## src/rtl/heap_mem_pkg.sv

```systemverilog
// heap_mem_pkg: shared constants, slot layout and FSM encoding for the heap
// memory sequencer.
//
// Slot layouts, MSB first:
//   read slot  : {tag[1:0], addr[ADDR_W-1:0], pad[VAL_W-ADDR_W-1:0]}
//   write slot : {tag[1:0], addr[ADDR_W-1:0], data[VAL_W-1:0]}
// A slot is present whenever its tag is not TAG_NONE.
package heap_mem_pkg;

    localparam int ADDR_W = 30;
    localparam int VAL_W  = 63;
    localparam int TAG_W  = 2;

    localparam logic [TAG_W-1:0] TAG_NONE = 2'b00;
    localparam logic [TAG_W-1:0] TAG_SOME = 2'b01;

    localparam int RD_SLOT_W = TAG_W + VAL_W;
    localparam int WR_SLOT_W = TAG_W + ADDR_W + VAL_W;

    // Field offsets inside a slot (tag on top, address directly below it).
    localparam int TAG_LSB_RD  = VAL_W;
    localparam int TAG_LSB_WR  = ADDR_W + VAL_W;
    localparam int ADDR_LSB_RD = VAL_W - ADDR_W;
    localparam int ADDR_LSB_WR = VAL_W;

    // Bit positions in the 4-bit presence vector; also the issue order.
    localparam int SLOT_WR_A = 0;
    localparam int SLOT_WR_B = 1;
    localparam int SLOT_RD_A = 2;
    localparam int SLOT_RD_B = 3;

    // Op states are encoded as presence-vector index + 1.
    typedef enum logic [2:0] {
        ST_IDLE    = 3'd0,
        ST_WR_A    = 3'd1,
        ST_WR_B    = 3'd2,
        ST_RD_A    = 3'd3,
        ST_RD_B    = 3'd4,
        ST_RD_WAIT = 3'd5,
        ST_RSP     = 3'd6
    } heap_state_t;

    // First present op at or after index 'start'; once none remain, wait a
    // cycle for read data if any read is part of the bundle.
    function automatic heap_state_t next_op_state(input logic [3:0] pres,
                                                  input int start);
        heap_state_t nxt;
        nxt = (pres[SLOT_RD_A] | pres[SLOT_RD_B]) ? ST_RD_WAIT : ST_RSP;
        for (int i = 3; i >= 0; i--) begin
            if (i >= start && pres[i]) nxt = heap_state_t'(3'(i + 1));
        end
        return nxt;
    endfunction

endpackage

```

## src/rtl/heap_slot_unpack.sv

```systemverilog
// heap_slot_unpack: combinational split of one request slot.
//
// Ports:
//   slot    in  SLOT_W   packed slot {tag, addr, field}
//   present out 1        tag != TAG_NONE
//   addr    out ADDR_W   heap address
//   field   out FIELD_W  write data (write slot) or pad (read slot)
module heap_slot_unpack #(
    parameter int ADDR_W  = heap_mem_pkg::ADDR_W,
    parameter int SLOT_W  = heap_mem_pkg::WR_SLOT_W,
    parameter int FIELD_W = SLOT_W - heap_mem_pkg::TAG_W - ADDR_W
) (
    input  logic [SLOT_W-1:0]  slot,
    output logic               present,
    output logic [ADDR_W-1:0]  addr,
    output logic [FIELD_W-1:0] field
);
    import heap_mem_pkg::*;

    assign present = (slot[SLOT_W-1 -: TAG_W] != TAG_NONE);
    assign addr    = slot[SLOT_W-TAG_W-1 -: ADDR_W];
    assign field   = slot[FIELD_W-1:0];

endmodule

```

## src/rtl/heap_mem_sequencer.sv

```systemverilog
// heap_mem_sequencer: serialises one bundle of up to two writes and two reads
// onto a single-port synchronous heap SRAM (writes first, then reads) and
// returns one completion carrying the read data.
//
// Ports:
//   system1000        in   clock
//   system1000_rstn   in   asynchronous active-low reset
//   req_valid/ready   in/out  bundle handshake
//   req_rd_a/b        in   read slots  {tag, addr, pad}
//   req_wr_a/b        in   write slots {tag, addr, data}
//   mem_en/we/addr/wdata  out  SRAM strobe, write flag, address, write data
//   mem_rdata         in   SRAM read data, valid the cycle after a read strobe
//   rsp_valid/ready   out/in  completion handshake
//   rsp_rd_a/b        out  read data (0 for absent slots)
//   stat_ops          out  saturating count of mem_en cycles
//                          (only when HEAP_SEQ_STATS_EN is defined)
module heap_mem_sequencer #(
    parameter int ADDR_W = heap_mem_pkg::ADDR_W,
    parameter int VAL_W  = heap_mem_pkg::VAL_W
) (
    input  logic                      system1000,
    input  logic                      system1000_rstn,
    input  logic                      req_valid,
    output logic                      req_ready,
    input  logic [VAL_W+1:0]          req_rd_a,
    input  logic [VAL_W+1:0]          req_rd_b,
    input  logic [ADDR_W+VAL_W+1:0]   req_wr_a,
    input  logic [ADDR_W+VAL_W+1:0]   req_wr_b,
    output logic                      mem_en,
    output logic                      mem_we,
    output logic [ADDR_W-1:0]         mem_addr,
    output logic [VAL_W-1:0]          mem_wdata,
    input  logic [VAL_W-1:0]          mem_rdata,
    output logic                      rsp_valid,
    input  logic                      rsp_ready,
    output logic [VAL_W-1:0]          rsp_rd_a,
    output logic [VAL_W-1:0]          rsp_rd_b
`ifdef HEAP_SEQ_STATS_EN
    ,
    output logic [31:0]               stat_ops
`endif
);
    import heap_mem_pkg::*;

    localparam int RD_W  = VAL_W + TAG_W;
    localparam int WR_W  = ADDR_W + VAL_W + TAG_W;
    localparam int PAD_W = VAL_W - ADDR_W;

    heap_state_t state, state_nxt;

    logic [3:0]        pres_in;
    logic [ADDR_W-1:0] wr_a_addr_in, wr_b_addr_in, rd_a_addr_in, rd_b_addr_in;
    logic [VAL_W-1:0]  wr_a_data_in, wr_b_data_in;
    logic [PAD_W-1:0]  rd_a_pad_unused, rd_b_pad_unused;

    logic [3:0]        pres_q;
    logic [ADDR_W-1:0] wr_a_addr_q, wr_b_addr_q, rd_a_addr_q, rd_b_addr_q;
    logic [VAL_W-1:0]  wr_a_data_q, wr_b_data_q;

    logic              cap_a_p1, cap_b_p1;
    logic [VAL_W-1:0]  rd_a_q, rd_b_q;
    logic              accept;

    heap_slot_unpack #(.ADDR_W(ADDR_W), .SLOT_W(WR_W)) u_wr_a (
        .slot(req_wr_a), .present(pres_in[SLOT_WR_A]),
        .addr(wr_a_addr_in), .field(wr_a_data_in)
    );
    heap_slot_unpack #(.ADDR_W(ADDR_W), .SLOT_W(WR_W)) u_wr_b (
        .slot(req_wr_b), .present(pres_in[SLOT_WR_B]),
        .addr(wr_b_addr_in), .field(wr_b_data_in)
    );
    heap_slot_unpack #(.ADDR_W(ADDR_W), .SLOT_W(RD_W)) u_rd_a (
        .slot(req_rd_a), .present(pres_in[SLOT_RD_A]),
        .addr(rd_a_addr_in), .field(rd_a_pad_unused)
    );
    heap_slot_unpack #(.ADDR_W(ADDR_W), .SLOT_W(RD_W)) u_rd_b (
        .slot(req_rd_b), .present(pres_in[SLOT_RD_B]),
        .addr(rd_b_addr_in), .field(rd_b_pad_unused)
    );

    // req_ready is gated by reset so nothing is accepted while it is held.
    assign req_ready = (state == ST_IDLE) && system1000_rstn;
    assign accept    = req_valid && req_ready;
    assign rsp_valid = (state == ST_RSP);

    always_ff @(posedge system1000 or negedge system1000_rstn) begin
        if (!system1000_rstn) state <= ST_IDLE;
        else                  state <= state_nxt;
    end

    always_comb begin
        state_nxt = state;
        unique case (state)
            ST_IDLE:    if (accept) state_nxt = next_op_state(pres_in, SLOT_WR_A);
            ST_WR_A:    state_nxt = next_op_state(pres_q, SLOT_WR_B);
            ST_WR_B:    state_nxt = next_op_state(pres_q, SLOT_RD_A);
            ST_RD_A:    state_nxt = next_op_state(pres_q, SLOT_RD_B);
            ST_RD_B:    state_nxt = next_op_state(pres_q, SLOT_RD_B + 1);
            ST_RD_WAIT: state_nxt = ST_RSP;
            ST_RSP:     if (rsp_ready) state_nxt = ST_IDLE;
            default:    state_nxt = ST_IDLE;
        endcase
    end

    always_comb begin
        mem_en    = 1'b0;
        mem_we    = 1'b0;
        mem_addr  = '0;
        mem_wdata = '0;
        unique case (state)
            ST_WR_A: begin
                mem_en = 1'b1; mem_we = 1'b1;
                mem_addr = wr_a_addr_q; mem_wdata = wr_a_data_q;
            end
            ST_WR_B: begin
                mem_en = 1'b1; mem_we = 1'b1;
                mem_addr = wr_b_addr_q; mem_wdata = wr_b_data_q;
            end
            ST_RD_A: begin
                mem_en = 1'b1; mem_addr = rd_a_addr_q;
            end
            ST_RD_B: begin
                mem_en = 1'b1; mem_addr = rd_b_addr_q;
            end
            default: ;
        endcase
    end

    // Bundle latch: addresses and data need no reset, they are only used
    // in op states reached through an accept.
    always_ff @(posedge system1000) begin
        if (accept) begin
            pres_q      <= pres_in;
            wr_a_addr_q <= wr_a_addr_in;
            wr_b_addr_q <= wr_b_addr_in;
            rd_a_addr_q <= rd_a_addr_in;
            rd_b_addr_q <= rd_b_addr_in;
            wr_a_data_q <= wr_a_data_in;
            wr_b_data_q <= wr_b_data_in;
        end
    end

    // Read-data stage: _p1 flags mark the cycle after a read strobe.
    always_ff @(posedge system1000 or negedge system1000_rstn) begin
        if (!system1000_rstn) begin
            cap_a_p1 <= 1'b0;
            cap_b_p1 <= 1'b0;
            rd_a_q   <= '0;
            rd_b_q   <= '0;
        end else begin
            cap_a_p1 <= (state == ST_RD_A);
            cap_b_p1 <= (state == ST_RD_B);
            if (accept) begin
                rd_a_q <= '0;
                rd_b_q <= '0;
            end
            if (cap_a_p1) rd_a_q <= mem_rdata;
            if (cap_b_p1) rd_b_q <= mem_rdata;
        end
    end

    assign rsp_rd_a = rd_a_q;
    assign rsp_rd_b = rd_b_q;

`ifdef HEAP_SEQ_STATS_EN
    function automatic logic [31:0] sat_inc(input logic [31:0] v);
        return (v == 32'hFFFF_FFFF) ? v : v + 32'd1;
    endfunction

    logic [31:0] stat_q;

    always_ff @(posedge system1000 or negedge system1000_rstn) begin
        if (!system1000_rstn) stat_q <= '0;
        else if (mem_en)      stat_q <= sat_inc(stat_q);
    end

    assign stat_ops = stat_q;
`endif

endmodule

```

## config.mk

```make
export PLATFORM = sky130hd
export DESIGN_NAME = heap_mem_sequencer
export DESIGN_NICKNAME = d
export VERILOG_FILES = /design/src/rtl/heap_mem_pkg.sv /design/src/rtl/heap_slot_unpack.sv /design/src/rtl/heap_mem_sequencer.sv
export SDC_FILE = /design/constraint.sdc
export NUM_CORES = 1
export LEC_CHECK = 0
export BUFFER_PORTS_ARGS = -buffer_cell sky130_fd_sc_hd__buf_2
export CAP_MARGIN = 40
export CORE_AREA = 2 2 236 238
export CTS_CLUSTER_SIZE = 25
export DETAILED_ROUTE_END_ITERATION = 8
export DIE_AREA = 0 0 238 240
export PLACE_DENSITY = 0.52
export SYNTH_ARGS = -nofsm -noshare
export SYNTH_HDL_FRONTEND = slang
export SYNTH_SLANG_ARGS = --single-unit
```

## constraint.sdc

```tcl
create_clock -name system1000 -period 5.8 [get_ports system1000]
set_clock_uncertainty 0.2 [all_clocks]
set_input_delay 1.45 -clock system1000 [delete_from_list [all_inputs] [get_ports system1000]]
set_output_delay 1.45 -clock system1000 [all_outputs]
set_load 0.02 [all_outputs]
```

== Word level (Yosys, flattened, before mapping) ==
Index checks and enable logic that the tools add are counted.

* Flip-flop bits (word level): 381
* Bits in latches: 0
* RAM bits: 0
* ROM bits: 0
* Input port bits: 387
* Word-level logic and storage cells: 53
* Memories: 0

* $add $sub $neg: 0
* Multiply operators: 0
* Divide/modulo/power cells: 0
* Order comparisons: 0
* Eq/ne operators: 8
* Shifts and indexed selects: 0
* Mux-type cells: 19
* Bitwise logic cells: 2
* Reductions and logical operators: 12

{| class="wikitable"
|+ Operators with widths
! kind !! count
|-
| $mux 63 || 3
|-
| $pmux 63 s2 || 1
|-
| $pmux 30 s4 || 1
|-
| $mux 3 || 7
|-
| $pmux 3 s7 || 1
|-
| $reduce_bool 2->1 || 6
|-
| $eq 3x3->1 const B || 3
|-
| $mux 2 || 4
|-
| $eq 3x2->1 const B || 2
|-
| $reduce_or 4->1 || 1
|-
| $eq 3x1->1 const B || 1
|-
| $logic_not 3->1 || 1
|-
| $logic_and 1x1->1 || 2
|-
| $mux 1 || 2
|-
| $ne 2x1->1 const B || 1
|-
| $ne 2x2->1 const B || 1
|-
| $or 1x1->1 || 2
|-
| $reduce_and 2->1 || 1
|-
| $reduce_or 2->1 || 1
|}

== Logic depth before layout (Yosys ltp) ==
Gate-level depths: netlist (run 1).

* Depth after elaboration: 9
* Depth in mapped cells: 7
* Depth with buffers taken out: 4

== By module ==
Synthesis (run 1) repeated with hierarchy kept, for this count alone.

* Cell total of the unflattened synthesis: 1313
* Area total of the unflattened synthesis: 16424.5 um^2

{| class="wikitable"
|+ By module, submodules not included
! module !! instances !! cells each !! area each (um^2) !! sequential area each (um^2)
|-
| heap_mem_sequencer || 1 || 997 || 14057.2 || 10755.3
|-
| heap_slot_unpack at u_wr_a ... || 2 || 94 || 704.4 || 0.0
|-
| heap_slot_unpack at u_rd_a ... || 2 || 64 || 479.2 || 0.0
|}

== Worst setup path before layout (run 1) ==
OpenSTA, ideal clock, no wires.

* Path kind: input-to-output
* From: in system1000_rstn
* To: out req_ready
* Arrival time: 1660 ps
* Required time: 4150 ps
* Slack: 2490 ps
* Stages on the path: 1
* Path through: and2_1

* Word-level cells in the longest chain between the ends: 1

{| class="wikitable"
|+ RTL lines
! item !! line !! RTL
|-
| start: declaration || heap_mem_sequencer.sv:22 || <nowiki>input logic system1000_rstn,</nowiki>
|-
| $logic_and 1x1->1 || heap_mem_sequencer.sv:82 || <nowiki>assign req_ready = (state == ST_IDLE) && system1000_rstn;</nowiki>
|-
| end: declaration || heap_mem_sequencer.sv:24 || <nowiki>output logic req_ready,</nowiki>
|}

No other way between the ends.

== Worst setup path after layout (run 1) ==
* From: reg state[2]
* To: out mem_addr[17]

* Word-level cells in the longest chain between the ends: 2
* Elaborated cells on any way between the ends: 5
* Classes of those cells: eq/ne: 4; mux: 1

{| class="wikitable"
|+ RTL lines
! item !! line !! RTL
|-
| start: declaration || heap_mem_sequencer.sv:49 || <nowiki>heap_state_t state, state_nxt;</nowiki>
|-
| start signal: assignment || heap_mem_sequencer.sv:88 || <nowiki>else state <= state_nxt;</nowiki>
|-
| $eq 3x3->1, or another cell as far along || heap_mem_sequencer.sv:110 || <nowiki>unique case (state)</nowiki>
|-
| $pmux 30 s4 (*) || heap_mem_sequencer.sv:110 ||
|-
| end: declaration || heap_mem_sequencer.sv:31 || <nowiki>output logic [ADDR_W-1:0] mem_addr,</nowiki>
|}

Every way passes the cells marked *; elsewhere a longest branch is shown, timed or not.

==> impl_metrics.ini, run 1 <==
[timing]
worst_slack_ps = 1033
rsz0062_at_grt = no
post-route-min-period_ps = 4767
worst_slew_pin_slew_ps = 802.0
clock.fmax_mhz = 209.8
drv_slew = 0
slew_headroom = 0.4653
fin_crit_sh = 0.8219
setup_viol = 0
setup_tns_ps = 0
hold_viol_final = 0

[die]
io_pins = 610
initial_utilization = 0.2672
die_w_um = 238
fp.dieH_um = 240
core-area_um2 = 54660
row_count = 86
dieArea_um2 = 57120

[route]
wl_per_cell_um = 18.28
drc = 0
routed_wl_mm = 41.48
vias_per_cell = 4.411
vias = 10009
antenna_left = 0
drt_first_pass_iters = 4
initialDrtViolationCount = 571

[clock_network]
clock-sinks = 380
cts_resized = 0
cts-root-buf = clkbuf_16
cts_max_level = 2
postCtsSetupBuffers = 0
clockBufferDepth = 3
cts.reportedPaths.clkPinSlew_ps = 60
cts_tree = built
clock_latency_ps = 560
hold_buffers = 0
cts_buffers = 42

[cells_and_area]
layout-drive-gt1-share = 0.4233
num-nets-final = 1914
area_growth_pct = 33.06
final-instance-count-excl-fill = 2269

[setup_path]
reg2reg_depth = 3
path_cells = nor3b_4, buf_4, a22o_1, a221o_1, buf_2
cp-end-kind = output port
crit_fanout = 20
crit_type = reg2out
crit_path_max_incr_delay_ps = 780
start_kind = flop
crit_buf_inv = 2
cp_top_family = flip-flops
required_ps = 4150
arrival_ps = 3120
cp_num_cells = 5
crit_slowest_cell = dfrtp_1

[place]
dp.cells = 2187
dp_hpwl_mm = 28.88
place.gp.congestion = 0.7943
io_buffer_count = 543
dp_slack_ps = 1548

[synthesis]
ys_seq_elements = 380
syn_inst = 998
syn_avg_cell_area_um2 = 14.64
yosysSeqAreaShare = 0.7363
yosysWarnings = 0
syn-cell-area_um2 = 14610
syn_nets = 1385
synth_cell_types = 40

[grt]
antenna_found_initial = 13
grt.total_usage = 0.1403
grt_pass1_wl_mm = 61.15
grt_pass1_vias = 10195
grt_max_degree = 126
overflow = 0

[run]
drv_cap = 0

[pwr]
power.total_uw = 10180
p_leak_uw = 0.008208
power_density_nw_per_um2 = 523.6
ir_drop_uv = 267.1

[worst_hold_path]
hold_depth = 2
hp-class = reg2reg

[run_status]
status = complete, no violations
==> stage by stage <==
stage               area (um^2)  hold WS, ps    util
CTS                       19420        338.1  0.3553
global placement          17930        316.0  0.3281
detailed placement        18020        319.5  0.3296
finish                    19440        332.1  0.3556
floorplan                 14610        351.1       -
global route              19430        349.6  0.3555
==> area by class of cell <==
cell class              instances  area, um^2
diodes                          6       15.01
clock buffers                  56        1175
clock inverters                20       231.5
fillers                      5436       35230
inverters                       3       11.26
multi-input cells             542        3427
flip-flops and latches        380       10760
well taps                     704       880.8
repair buffers                558        2934
==> cells in the mapped netlist <==
cell type | count | share of area
clkbuf_1 | 28 | 0.0072
nor2_1 | 6 | 0.0015
buf_12 | 3 | 0.0041
and3b_1 | 1 | 0.00060
xnor2_1 | 1 | 0.00060
o21ai_0 | 99 | 0.034
nor2b_1 | 4 | 0.0017
buf_6 | 7 | 0.0054
or2_2 | 2 | 0.00086
buf_4 | 6 | 0.0031
a22o_1 | 94 | 0.056
nor3b_2 | 2 | 0.0017
o211ai_1 | 1 | 0.00051
edfxtp_1 | 249 | 0.51
buf_1 | 3 | 0.00077
nor4b_1 | 1 | 0.00060
o21ai_2 | 29 | 0.017
buf_8 | 1 | 0.0010
nand2_1 | 127 | 0.033
a2bb2oi_1 | 1 | 0.00060
and2_1 | 2 | 0.00086
clkbuf_2 | 9 | 0.0031
o311ai_0 | 1 | 0.00060
nor3b_1 | 1 | 0.00051
and3_1 | 1 | 0.00043
nor3_2 | 1 | 0.00069
inv_1 | 3 | 0.00077
a221o_1 | 31 | 0.021
dfrtp_1 | 131 | 0.22
a311oi_1 | 1 | 0.00060
o31ai_1 | 1 | 0.00051
a21boi_0 | 1 | 0.00051
a32oi_1 | 1 | 0.00060
o41ai_1 | 1 | 0.00060
a21o_1 | 1 | 0.00051
nor3_1 | 1 | 0.00034
nand2b_1 | 128 | 0.055
buf_2 | 16 | 0.0055
or4_1 | 1 | 0.00051
nor4_1 | 1 | 0.00043
==> cell usage in the layout (no fill, tap or decap), types with 2 or more instances in the layout <==
master	n
a22o_1	94
clkbuf_8	5
clkinv_1	5
diode_2	6
or2_2	2
inv_1	3
nand2_1	127
nor3b_4	2
buf_4	9
bufinv_16	4
dfrtp_4	2
clkbuf_1	8
a221o_1	31
nor2_1	5
dfrtp_1	129
edfxtp_1	249
and2_1	2
buf_2	542
nor2b_1	4
inv_6	2
buf_12	3
clkbuf_16	43
nand2b_1	128
clkinv_2	4
o21ai_2	29
clkinv_8	2
clkinvlp_4	3
o21ai_0	99
buf_16	3
==> registers in the layout, indices dropped and copies added (netlist names), 3 cells and up <==
register / cells
wr_a_addr_q: 30
rsp_rd_b: 63
rd_b_addr_q: 30
wr_b_addr_q: 30
pres_q: 3
rsp_rd_a: 63
state: 3
wr_a_data_q: 63
wr_b_data_q: 63
rd_a_addr_q: 30
==> cell families (layout without fill, tap and decap cells) <==
| kind of cell | Yosys count | in the layout | share of synthesized area |
|---|---|---|---|
| DFF | 380 | 380 | 0.7363 |
| xor gates and xnor gates | 1 | 1 | 0.0005997 |
| and+or+nand+nor | 279 | 279 | 0.09824 |
| other | 0 | 6 | 0 |
| AOI/OAI and AO/OA | 262 | 262 | 0.1340 |
| buffers and inverters | 76 | 637 | 0.03092 |
==> path summary, 6_finish.rpt <==
kind / from / endpoint / slack [ps]
min reg2reg: rsp_rd_a[42]$_DFFE_PN0P_ / rsp_rd_a[42]$_DFFE_PN0P_ / 330
max: state[2]$_DFFE_PN0P_ / mem_addr[17] / 1030
max in group asynchronous: system1000_rstn / rsp_rd_a[8]$_DFFE_PN0P_ / 3670
max reg2reg: state[2]$_DFFE_PN0P_ / wr_a_addr_q[12]$_DFFE_PP_ / 2690
min: rsp_rd_a[42]$_DFFE_PN0P_ / rsp_rd_a[42]$_DFFE_PN0P_ / 330
min in group asynchronous: system1000_rstn / rsp_rd_b[34]$_DFFE_PN0P_ / 710
==> worst register-to-register path: cells and delay by family, from the launching register on <==
kind	cells	cell delay, ps
flops	1	620
simple gates	2	1240
buf+inv	1	560
==> power by group <==
group	internal (uW)	switching [uW]	total [uW]
clock	1610	1080	2690
sequential	3500	271	3770
combinational	1310	2400	3710
total	6420	3760	10200
==> routing by layer <==
metal / track usage / wire length (um)
met1: 0.1670 / 16490
met3: 0.05706 / 3940
met5: 0 / 85
met2: 0.2273 / 19640
met4: 0.05360 / 1316
Note: power is estimated with default switching activity, not from simulation.
==> inputs of run 2 (changes only) <==
--- a/config.mk
+++ b/config.mk
@@ -7,11 +7,11 @@
 export LEC_CHECK = 0
 export BUFFER_PORTS_ARGS = -buffer_cell sky130_fd_sc_hd__buf_2
 export CAP_MARGIN = 40
-export CORE_AREA = 2 2 236 238
+export CORE_AREA = 2 2 238 240
 export CTS_CLUSTER_SIZE = 25
 export DETAILED_ROUTE_END_ITERATION = 8
-export DIE_AREA = 0 0 238 240
-export PLACE_DENSITY = 0.52
+export DIE_AREA = 0 0 240 242
+export PLACE_DENSITY = 0.51
 export SYNTH_ARGS = -nofsm -noshare
 export SYNTH_HDL_FRONTEND = slang
 export SYNTH_SLANG_ARGS = --single-unit
==> constraint.sdc (replaced) <==
create_clock -name system1000 -period 4.61 [get_ports system1000]
set_clock_uncertainty 0.2 [all_clocks]
set_input_delay 1.1525 -clock system1000 [delete_from_list [all_inputs] [get_ports system1000]]
set_output_delay 1.1525 -clock system1000 [all_outputs]
set_load 0.02 [all_outputs]
==> impl_metrics.ini, run 2 (synthesis gave the netlist of run 1 again) <==
[cells_and_area]
area_growth_pct = 34.52
layout_common_cells = 542 x buf_2, 249 x edfxtp_1, 129 x dfrtp_1, 128 x nand2b_1, 127 x nand2_1
layout-drive-gt1-share = 0.4273
fill_cells = 5561
multi_input_area_um2 = 3426
num-nets-final = 1928
seqCellArea_um2 = 10760
layout_commonest_cell = buf_2

[place]
dp_slack_ps = 1106
place.gp.congestion = 0.8427
io_buffer_count = 543
dp_hpwl_mm = 30.35

[setup_path]
crit_slowest_cell = and3b_1
crit_path_max_incr_delay_ps = 650
r2r-start = state[2]$_DFFE_PN0P_
regToRegEndpoint = rsp_rd_b[46]$_DFFE_PN0P_
start_kind = flop
reg2reg_depth = 5
path_cells = and3b_1, buf_4, a22o_1, a221o_1, buf_2
cp-end-kind = output port
cp-startpoint = state[1]$_DFFE_PN0P_
crit_buf_inv = 2
required_ps = 3260
cp_top_family = simple AND/OR/NAND/NOR gates
r2r_slack_ps = 1660
crit_fanout = 19
arrival_ps = 2700
crit_type = reg2out

[timing]
worst_slew_pin_slew_ps = 866.0
fin_crit_sh = 0.8783
hold_viol_final = 0
drv_slew = 0
setup_viol = 0
worst_slack_ps = 561.0
setup_tns_ps = 0
slew_headroom = 0.4227
rsz0062_at_grt = no
clock.fmax_mhz = 247.0
post-route-min-period_ps = 4049

[route]
vias = 10220
initialDrtViolationCount = 572
antenna_left = 0
wl_per_cell_um = 18.30
routed_wl_mm = 42.77
vias_per_cell = 4.373
drt_first_pass_iters = 7
drc = 0

[grt]
grt_pass1_wl_mm = 63.89
antenna_found_initial = 17
grt_pass1_vias = 10609
grt_max_degree = 96
grt.total_usage = 0.1437
overflow = 0

[clock_network]
clockBufferDepth = 3
cts-root-buf = clkbuf_16
cts_max_level = 2
postCtsSetupBuffers = 0
hold_buffers = 0
cts_buffers = 44
clock_latency_ps = 570
cts.reportedPaths.clkPinSlew_ps = 60
cts_resized = 0
cts_tree = built
clock-sinks = 380

[pwr]
intPower_uw = 8065
power_frac_clock = 0.264
seqPwrFrac = 0.377
p_sw_uw = 4780
comb_power_share = 0.358
p_sw_frac = 0.3721
power_density_nw_per_um2 = 653.7
p_leak_uw = 0.008287
ir_drop_uv = 342.3

[die]
core-area_um2 = 55730
initial_utilization = 0.2621
die_w_um = 240
io_pins = 610
fp.dieH_um = 242
dieArea_um2 = 58080
row_count = 87

[run]
drv_cap = 0

[run_status]
status = complete, no violations

[worst_hold_path]
hp-class = in2async
## run 2: area by class of cell
type / count / share of cell area
sequential: 380 / 0.5477
multi-input combinational: 542 / 0.1743
timing repair buffer: 570 / 0.1563
clock buffer: 58 / 0.06183
tap: 756 / 0.04814
clock inverter: 22 / 0.01032
antenna: 6 / 0.0007641
inverter: 3 / 0.0005731
## run 2: per-stage QoR
step	hold WS (ps)	utilization	power (uW)	cell area, um^2	instances
final	225.0	0.3526	12840	19650	2337
after CTS	187.8	0.3523	13070	19640	2331
after global placement	317.8	0.3264	9537	18190	2250
after global routing	204.5	0.3525	13610	19650	2335
after detailed placement	322.2	0.3269	9590	18220	2251
after floorplan	351.1	-	7816	14610	998
## run 2: how the worst max path moves through the flow
stage                          end  slack (ps)  depth (start not counted)
2_1_floorplan  pres_q[1]$_DFFE_PP_        1690                          4
3_3_place_gp          mem_addr[27]        1130                          5
3_5_place_dp          mem_addr[27]        1110                          5
4_1_cts               mem_addr[27]         480                          5
5_1_grt               mem_addr[13]         340                          5
6_report              mem_addr[25]         560                          5
## run 2: power by group through the flow
stage	sequential (uW)	clock (uW)	combinational, uW
finish	4850	3400	4600
floorplan	5310	0	2510
global placement	4890	0	4650
global route	4950	3670	4990
CTS	4860	3520	4680
detailed placement	4920	0	4670
## run 2: metal layers
metal,part of all wire,wire length (um),global-route usage,vias up
met1,0.38,16400,0.1665,4913
li1,-,-,-,4780
met4,0.023,980,0.04092,16
met2,0.48,20650,0.2393,432
met5,0.0025,106,0,-
met3,0.11,4634,0.06370,79
==> inputs of run 3 (changes only) <==
==> constraint.sdc (replaced) <==
create_clock -name system1000 -period 4.61 [get_ports system1000]
set_clock_uncertainty 0.2 [all_clocks]
set_input_delay 1.1525 -clock system1000 [delete_from_list [all_inputs] [get_ports system1000]]
set_output_delay 1.1525 -clock system1000 [all_outputs]
set_load 0.05 [all_outputs]
==> impl_metrics.ini, run 3 (synthesis gave the netlist of run 1 again) <==
[run_status]
status = complete, no violations

[timing]
slew_headroom = 0.4552
worst_slew_pin_slew_ps = 817.3
setup_viol = 0
setup_tns_ps = 0
worst_hold_slack_ps = 328.7
worst_slack_ps = 719.1
post-route-min-period_ps = 3891
rsz0062_at_grt = no
fin_crit_sh = 0.8440
hold_viol_final = 0
drv_slew = 0
clock.fmax_mhz = 257.0

[pwr]
intPower_uw = 8003
ir_drop_uv = 484.7
power_frac_clock = 0.226
comb_power_share = 0.448
p_sw_uw = 6876
seqPwrFrac = 0.326
p_sw_frac = 0.4621
power_density_nw_per_um2 = 762.1
p_leak_uw = 0.008230

[clock_network]
cts.reportedPaths.clkPinSlew_ps = 50
postCtsSetupBuffers = 0
cts_buffers = 44
clock-sinks = 380
hold_buffers = 0
clock_latency_ps = 580
cts_resized = 0
cts_max_level = 2
cts-root-buf = clkbuf_16
cts_tree = built
clockBufferDepth = 3

[setup_path]
start_kind = flop
reg2reg_depth = 3
arrival_ps = 2540
cp-end-kind = output port
crit_buf_inv = 2
r2r-start = state[0]$_DFFE_PN0P_
crit_path_max_incr_delay_ps = 610
r2r_slack_ps = 1790
crit_slowest_cell = dfrtp_1
crit_type = reg2out
required_ps = 3260
cp_top_family = buffers and inverters
path_cells = nor3b_4, buf_12, a22o_1, buf_2
regToRegEndpoint = wr_a_data_q[7]$_DFFE_PP_
crit_fanout = 95

[route]
drt_first_pass_iters = 4
routed_wl_mm = 42.71
initialDrtViolationCount = 406
drc = 0
vias_per_cell = 4.333
wl_per_cell_um = 18.33
vias = 10095
antenna_left = 0

[cells_and_area]
final_cell_area_um2 = 19530
multi_input_area_um2 = 3426
fill_cells = 5602
num-nets-final = 1923
area_growth_pct = 33.66
layout_commonest_cell = buf_2
seqCellArea_um2 = 10760
layout-drive-gt1-share = 0.4225
layout_common_cells = 542 x buf_2, 249 x edfxtp_1, 129 x dfrtp_1, 128 x nand2b_1, 127 x nand2_1

[die]
fp.dieH_um = 242
row_count = 87
dieArea_um2 = 58080
die_w_um = 240
io_pins = 610
initial_utilization = 0.2621
core-area_um2 = 55730

[grt]
overflow = 0
grt_pass1_vias = 10351
grt_pass1_wl_mm = 62.93
grt_max_degree = 132
antenna_found_initial = 21
grt.total_usage = 0.1420

[worst_hold_path]
hold_start = rsp_rd_a[41]$_DFFE_PN0P_
hold_path_end = rsp_rd_a[41]$_DFFE_PN0P_
hold_depth = 2
hp-class = reg2reg

[run]
drv_cap = 0

[place]
io_buffer_count = 543
dp_hpwl_mm = 29.69
place.gp.congestion = 0.7990
dp_slack_ps = 1298
placed_cell_area_um2 = 18110
==> run 3: cell types whose count changed in the layout (fill, tap and decap cells not counted), sizes merged <==
| cell | before | now |
|---|---|---|
| clkbuf | 58 | 56 |
| clkinv | 15 | 17 |
| diode | 6 | 7 |
| buf | 570 | 565 |
| clkinvlp | 4 | 2 |
| inv | 4 | 3 |
==> run 3: how the worst max path moves through the flow <==
stage	startpoint	cells past startpoint	to	slack [ps]
after global placement	state[1]$_DFFE_PN0P_	4	mem_addr[14]	1290
after global routing	state[1]$_DFFE_PN0P_	4	mem_addr[14]	590
final	state[1]$_DFFE_PN0P_	4	mem_wdata[27]	720
after CTS	state[1]$_DFFE_PN0P_	4	mem_addr[14]	630
after detailed placement	state[1]$_DFFE_PN0P_	4	mem_addr[14]	1300
after floorplan	req_valid	4	pres_q[1]$_DFFE_PP_	1690
==> run 3: through the flow <==
stage                       util  power, uW  cells
after global routing      0.3503      15600   2329
after floorplan                -       9882    998
final                     0.3503      14880   2330
after detailed placement  0.3249      11640   2246
after global placement    0.3249      11590   2246
after CTS                 0.3500      15100   2323
==> run 3: power groups by stage <==
| stage | registers [uW] | clock network, uW | logic, uW |
|---|---|---|---|
| after floorplan | 6350 | 0 | 3530 |
| final | 4850 | 3370 | 6660 |
| after global placement | 4890 | 0 | 6700 |
| after detailed placement | 4920 | 0 | 6710 |
| after CTS | 4860 | 3490 | 6740 |
| after global routing | 4950 | 3610 | 7040 |
==> run 3: per-layer routing <==
layer	track usage	share of wire	wire length (um)	vias up
li1	-	-	-	4753
met1	0.1636	0.39	16800	4844
met2	0.2320	0.47	20190	382
met3	0.06199	0.10	4310	92
met4	0.05389	0.030	1266	24
met5	0	0.0035	148	-
==> run 3: worst min-delay path, stage by stage (launching register included) <==
cell and delay (ps):
dfrtp_1 330, nand2b_1 70, o21ai_2 100
==> run 3: layout make-up <==
class | instances | area share
Sequential cell | 380 | 0.5512
Antenna cell | 7 | 0.0008971
Clock inverter | 21 | 0.01077
Clock buffer | 56 | 0.06081
Tap cell | 756 | 0.04845
Inverter | 3 | 0.0005767
Multi-Input combinational cell | 542 | 0.1755
Timing Repair Buffer | 565 | 0.1518
